--- src/rtl/hist_peak_finder.sv ---
// Scans a finished histogram bank pixel by pixel over a synchronous read port
// and reports each pixel's maximum-count bin over a valid/ready handshake.
module hist_peak_finder #(
  parameter int NB        = 6,
  parameter int PIXEL_NUM = 200,
  parameter int CNT_W     = 16,
  parameter int PIX_W     = 8,
  parameter int ADDR_W    = 14
) (
  input  logic              clk,
  input  logic              res,
  input  logic              start,
  input  logic              bank,
  input  logic [CNT_W-1:0]  thresh,
  output logic              rd_en,
  output logic              rd_bank,
  output logic [ADDR_W-1:0] rd_addr,
  input  logic [CNT_W-1:0]  rd_data,
  output logic              pk_valid,
  input  logic              pk_ready,
  output logic [PIX_W-1:0]  pk_pixel,
  output logic [NB-1:0]     pk_bin,
  output logic [CNT_W-1:0]  pk_count,
  output logic              pk_hit,
  output logic              busy,
  output logic              done,
  output logic              overrun
);

  typedef enum logic [1:0] {IDLE, READ, LAST, OUT} state_t;

  localparam logic [NB-1:0]     BIN_LAST = '1;
  localparam logic [PIX_W-1:0]  PIX_LAST = PIX_W'(PIXEL_NUM - 1);
  localparam logic [ADDR_W-1:0] STRIDE   = ADDR_W'(2**NB);

  state_t             state, state_d;
  logic [PIX_W-1:0]   pixel;
  logic [ADDR_W-1:0]  base;
  logic [NB-1:0]      bin;
  logic [CNT_W-1:0]   thresh_q;

  logic               vld_p1;
  logic [NB-1:0]      bin_p1;
  logic [CNT_W-1:0]   max_count;
  logic [NB-1:0]      max_bin;

  logic               take;
  logic [CNT_W-1:0]   cand_count;
  logic [NB-1:0]      cand_bin;

  function automatic logic is_hit(input logic [CNT_W-1:0] c,
                                  input logic [CNT_W-1:0] t);
    return (c >= t) && (c != '0);
  endfunction

  always_comb begin
    state_d = state;
    case (state)
      IDLE:    if (start) state_d = READ;
      READ:    if (bin == BIN_LAST) state_d = LAST;
      LAST:    state_d = OUT;
      OUT:     if (pk_ready) state_d = (pixel == PIX_LAST) ? IDLE : READ;
      default: state_d = IDLE;
    endcase
  end

  // Compare stage p1: first bin of a pixel loads unconditionally, ties keep the lower bin
  always_comb begin
    take       = vld_p1 && ((bin_p1 == '0) || (rd_data > max_count));
    cand_count = take ? rd_data : max_count;
    cand_bin   = take ? bin_p1  : max_bin;
  end

  always_ff @(posedge clk or posedge res) begin
    if (res) begin
      state    <= IDLE;
      rd_en    <= 1'b0;
      rd_bank  <= 1'b0;
      rd_addr  <= '0;
      pixel    <= '0;
      base     <= '0;
      bin      <= '0;
      vld_p1   <= 1'b0;
      pk_valid <= 1'b0;
      pk_pixel <= '0;
      pk_bin   <= '0;
      pk_count <= '0;
      pk_hit   <= 1'b0;
      busy     <= 1'b0;
      done     <= 1'b0;
      overrun  <= 1'b0;
    end else begin
      state  <= state_d;
      busy   <= (state_d != IDLE);
      done   <= 1'b0;
      vld_p1 <= rd_en;
      if (start && (state != IDLE)) overrun <= 1'b1;
      case (state)
        IDLE: begin
          if (start) begin
            rd_bank <= bank;
            pixel   <= '0;
            base    <= '0;
            bin     <= '0;
            rd_addr <= '0;
            rd_en   <= 1'b1;
          end
        end
        READ: begin
          if (bin == BIN_LAST) begin
            rd_en <= 1'b0;
          end else begin
            bin     <= bin + NB'(1);
            rd_addr <= rd_addr + ADDR_W'(1);
          end
        end
        LAST: begin
          pk_valid <= 1'b1;
          pk_pixel <= pixel;
          pk_bin   <= cand_bin;
          pk_count <= cand_count;
          pk_hit   <= is_hit(cand_count, thresh_q);
        end
        OUT: begin
          if (pk_ready) begin
            pk_valid <= 1'b0;
            if (pixel == PIX_LAST) begin
              done <= 1'b1;
            end else begin
              pixel   <= pixel + PIX_W'(1);
              base    <= base + STRIDE;
              rd_addr <= base + STRIDE;
              bin     <= '0;
              rd_en   <= 1'b1;
            end
          end
        end
        default: ;
      endcase
    end
  end

  // Read-issue stage p0 -> compare stage p1 datapath registers
  always_ff @(posedge clk) begin
    bin_p1 <= bin;
    if ((state == IDLE) && start) thresh_q <= thresh;
    if (take) begin
      max_count <= rd_data;
      max_bin   <= bin_p1;
    end
  end

endmodule
--- config.mk ---
export PLATFORM = sky130hd
export DESIGN_NAME = hist_peak_finder
export DESIGN_NICKNAME = d
export VERILOG_FILES = /design/src/rtl/hist_peak_finder.sv
export SDC_FILE = /design/constraint.sdc
export NUM_CORES = 1
export LEC_CHECK = 0
export BUFFER_PORTS_ARGS = -buffer_cell sky130_fd_sc_hd__buf_2
export CORE_MARGIN = 5
export CORE_UTILIZATION = 54
export CTS_CLUSTER_DIAMETER = 50
export DETAILED_ROUTE_END_ITERATION = 10
export PLACE_DENSITY_LB_ADDON = 0.2
export SYNTH_ARGS = -nofsm -noshare
export SYNTH_HDL_FRONTEND = slang
export SYNTH_SLANG_ARGS = --single-unit
export TNS_END_PERCENT = 100
--- constraint.sdc ---
create_clock -name clk -period 4.1 [get_ports clk]
set_clock_uncertainty 0.1 [all_clocks]
set_input_delay 0.82 -clock clk [delete_from_list [all_inputs] [get_ports clk]]
set_output_delay 0.82 -clock clk [all_outputs]
set_load 0.02 [all_outputs]
==> impl_metrics.py <==
metrics = {
    "outcome": {
        "status": "finished, final reports clean",
    },
    "global_route": {
        "grt_use_total_pct": 21.2,
        "antenna_found_initial": 0,
        "grt_pass1_wl_um": 21800,
        "grt_pass1_vias": 4404,
        "grt_max_degree": 77,
        "overflow": 0,
    },
    "placement": {
        "gp_congestion": 0.874,
        "hpwlAfterDp_um": 9120,
        "dp_slack_ps": -91.9,
        "port_buffers": 87,
    },
    "worst_hold_path": {
        "hold_class": "reg -> reg",
        "hold_path_depth": 0,
    },
    "routing": {
        "drt-met1-wl_um": 6040,
        "ant_nets": 0,
        "dr.pass1.iters": 4,
        "vias": 4285,
        "drc": 0,
        "viasPerCell": 5.54,
        "wl_met3_um": 640,
        "route.met2.wl_um": 5970,
        "wl_per_cell_um": 16.6,
        "drt_iter0_markers": 231,
        "wl_um": 12800,
        "routed.top_layer": "met4",
    },
    "clock_tree": {
        "clk_latency_ps": 520,
        "cts_setup_buffers": 0,
        "cts.clk_slew.worst_paths_ps": 50,
        "clock-sinks": 120,
        "numCtsBuffers": 17,
        "root_buffer": "clkbuf_8",
        "post_cts_resized": 0,
        "clock_path_buffers": 2,
        "cts_tree": "built",
        "htreeDepth": 4,
        "hold_buffers": 0,
    },
    "yosys": {
        "syn_nets": 600,
        "syn_inst": 523,
        "synthSimpleGateAreaFrac_pct": 11.5,
        "ys_ff_latch": 120,
        "synth_top_family_by_area": "multiplexers",
        "dominantRegCellSynth": "dfrtp_1",
        "synth_edf_count": 16,
        "netlist_area_um2": 5880,
        "synth-xor-area-share_pct": 2.38,
        "yosysUniqueCellTypes": 53,
        "ys_seq_area_share_pct": 50.0,
        "muxShareOfSynthArea_pct": 12.6,
        "ys_warn_count": 0,
        "postSynthAreaPerCell_um2": 11.3,
        "synthAdderAreaFrac_pct": 8.51,
        "synth_compound_area_share_pct": 10.6,
        "synthArstFlopShare_pct": 63.3,
    },
    "critical_path": {
        "r2r_start": "max_count[14]$_DFF_P_",
        "end_kind": "flop",
        "cp.arrival_ps": 4020,
        "slowest_stage": "a2111oi_0",
        "crit_type": "in -> reg",
        "path_cells": "buf_2 > ha_1 > nand4_1 > a2111oi_0 > buf_4 > o31a_4 > mux2_4 > ha_1 > a21o_1 > a21o_1 > a21oi_1 > o21ai_0 > o21ai_0 > o22ai_1",
        "path_max_fanout": 14,
        "regToRegSetupSlack_ps": 370,
        "r2r-end": "pk_hit$_DFFE_PP0P_",
        "setup.worst_path.start": "rd_data[13]",
        "critPathCapture": "pk_hit$_DFFE_PP0P_",
        "startpoint_type": "primary input",
        "cp.required_ps": 4390,
        "reg2regPathDepth": 14,
        "critPathMaxStageDelay_ps": 470,
    },
    "timing": {
        "relSlewSlack_pct": 33.7,
        "finalSetupViolCount": 0,
        "finalCriticalPeriod_ps": 3730,
        "final_max_slew_viol_count": 0,
        "fin_crit_sh_pct": 91.0,
        "rsz0062_at_grt": "false",
        "fin_ws_ps": 370,
        "max_freq_mhz": 268,
        "worst_pin_slew_ps": 995,
        "hold_viol_final": 0,
    },
    "final_layout": {
        "drive_gt1_share_pct": 28.5,
        "antennaDiodeCount": 0,
        "finalNetCount": 698,
        "finish.utilization_pct": 64.9,
        "final_cell_mix": "87 x buf_2, 76 x dfrtp_1, 41 x inv_1, 39 x nand2_1, 39 x ha_1",
        "area_growth_pct": 18.5,
        "final_common_cell": "buf_2",
    },
    "die": {
        "rows": 38,
        "die_h_um": 114,
        "die_w_um": 114,
        "ioPinCount": 88,
        "start_util_pct": 54.8,
        "core-area_um2": 10700,
        "dieArea_um2": 13100,
    },
    "job": {
        "maxCapViolations": 0,
    },
    "power": {
        "powerDensity_nw_per_um2": 744,
        "leakage_nw": 3.35,
        "ir_drop_v": 0.000366,
    },
}
where the power goes:
group | internal [W] | leakage [nW] | switching (W)
clock | 0.000802 | 0.257 | 0.000484
sequential | 0.00154 | 1.37 | 0.000229
combinational | 0.000920 | 1.73 | 0.00122
cells by family (layout without fill, tap and decap cells):
group	after synthesis	count (layout)
and+or+nand+nor	138	138
AOI/OAI and AO/OA	96	96
DFF	120	120
buffers and inverters	59	170
muxes	54	54
xor gates and xnor gates	16	16
adders and majority gates	40	40
worst max-delay path: cells and delay by family:
family	cells	cell delay [ps]
muxes	1	350
buffers and inverters	2	310
AOI/OAI and AO/OA	8	1740
and+or+nand+nor	1	180
adders and majority gates	2	610
per-layer routing:
layer / vias up / GRT usage, %
met5: - / 0
met4: 0 / 7.52
met3: 18 / 5.50
met2: 97 / 32.6
met1: 2092 / 29.1
li1: 2078 / -
cell usage after synthesis, types with 2 or more instances:
| cell | n | area share (%) |
|---|---|---|
| a211oi_1 | 2 | 0.26 |
| inv_1 | 42 | 2.7 |
| mux2_4 | 36 | 9.2 |
| and3_1 | 5 | 0.53 |
| nand3_1 | 16 | 1.4 |
| nor4_1 | 9 | 0.96 |
| or2_2 | 3 | 0.32 |
| clkbuf_1 | 5 | 0.32 |
| o221ai_1 | 6 | 0.89 |
| nor3_1 | 11 | 0.94 |
| and2_1 | 3 | 0.32 |
| ha_1 | 40 | 8.5 |
| dfxtp_1 | 28 | 9.5 |
| buf_2 | 7 | 0.60 |
| nand2_1 | 39 | 2.5 |
| o31ai_1 | 6 | 0.77 |
| dfrtp_1 | 76 | 32 |
| o21ai_0 | 35 | 3.0 |
| a211o_1 | 2 | 0.30 |
| o211ai_1 | 2 | 0.26 |
| nor2_1 | 27 | 1.7 |
| nor2b_1 | 2 | 0.21 |
| mux2_2 | 15 | 2.9 |
| a21oi_1 | 18 | 1.5 |
| xor2_1 | 8 | 1.2 |
| a21o_1 | 6 | 0.77 |
| nand2b_1 | 5 | 0.53 |
| xnor2_1 | 8 | 1.2 |
| buf_1 | 2 | 0.13 |
| mux2i_1 | 3 | 0.51 |
| nand4_1 | 14 | 1.5 |
| edfxtp_1 | 16 | 8.2 |
| a31oi_1 | 4 | 0.43 |
| o22ai_1 | 2 | 0.21 |
| buf_12 | 2 | 0.68 |
metrics by stage:
| step | TNS [ps] | instance area [um2] | hold WS (ps) | cells | total power [W] |
|---|---|---|---|---|---|
| 2_1_floorplan | 0 | 5880 | 299 | 523 | 0.00339 |
| 3_3_place_gp | 0 | 6460 | 287 | 742 | 0.00384 |
| 3_5_place_dp | -91.9 | 6460 | 283 | 742 | 0.00391 |
| 4_1_cts | 0 | 6970 | 294 | 774 | 0.00522 |
| 5_1_grt | 0 | 6970 | 317 | 774 | 0.00555 |
| 6_report | 0 | 6970 | 292 | 774 | 0.00519 |
flip-flops by register name, summed over array words and instances, names as in the netlist, 2 cells and up:
register	cells
bin_p1	6
thresh_q	16
pk_bin	6
pixel	8
state	2
pk_pixel	8
bin	6
rd_addr	14
base	8
max_count	16
max_bin	6
pk_count	16
worst min-delay path by stage:
stage / from / to / slack [ps]
after floorplan: bin[4]$_DFFE_PP0P_ / bin_p1[4]$_DFF_P_ / 300
after global placement: rd_en$_DFFE_PP0P_ / vld_p1$_DFF_PP0_ / 290
after detailed placement: rd_en$_DFFE_PP0P_ / vld_p1$_DFF_PP0_ / 280
after CTS: rd_en$_DFFE_PP0P_ / vld_p1$_DFF_PP0_ / 290
after global routing: rd_en$_DFFE_PP0P_ / vld_p1$_DFF_PP0_ / 320
final: rd_en$_DFFE_PP0P_ / vld_p1$_DFF_PP0_ / 290
final cells by class:
class	instances	area, um2
clock buffers	28	495
clock inverters	4	20.0
fillers	868	3770
inverters	43	161
multi-input cells	344	2680
flip-flops and latches	120	2940
well taps	140	175
repair buffers	95	495
(Power assumes the default switching activity.)
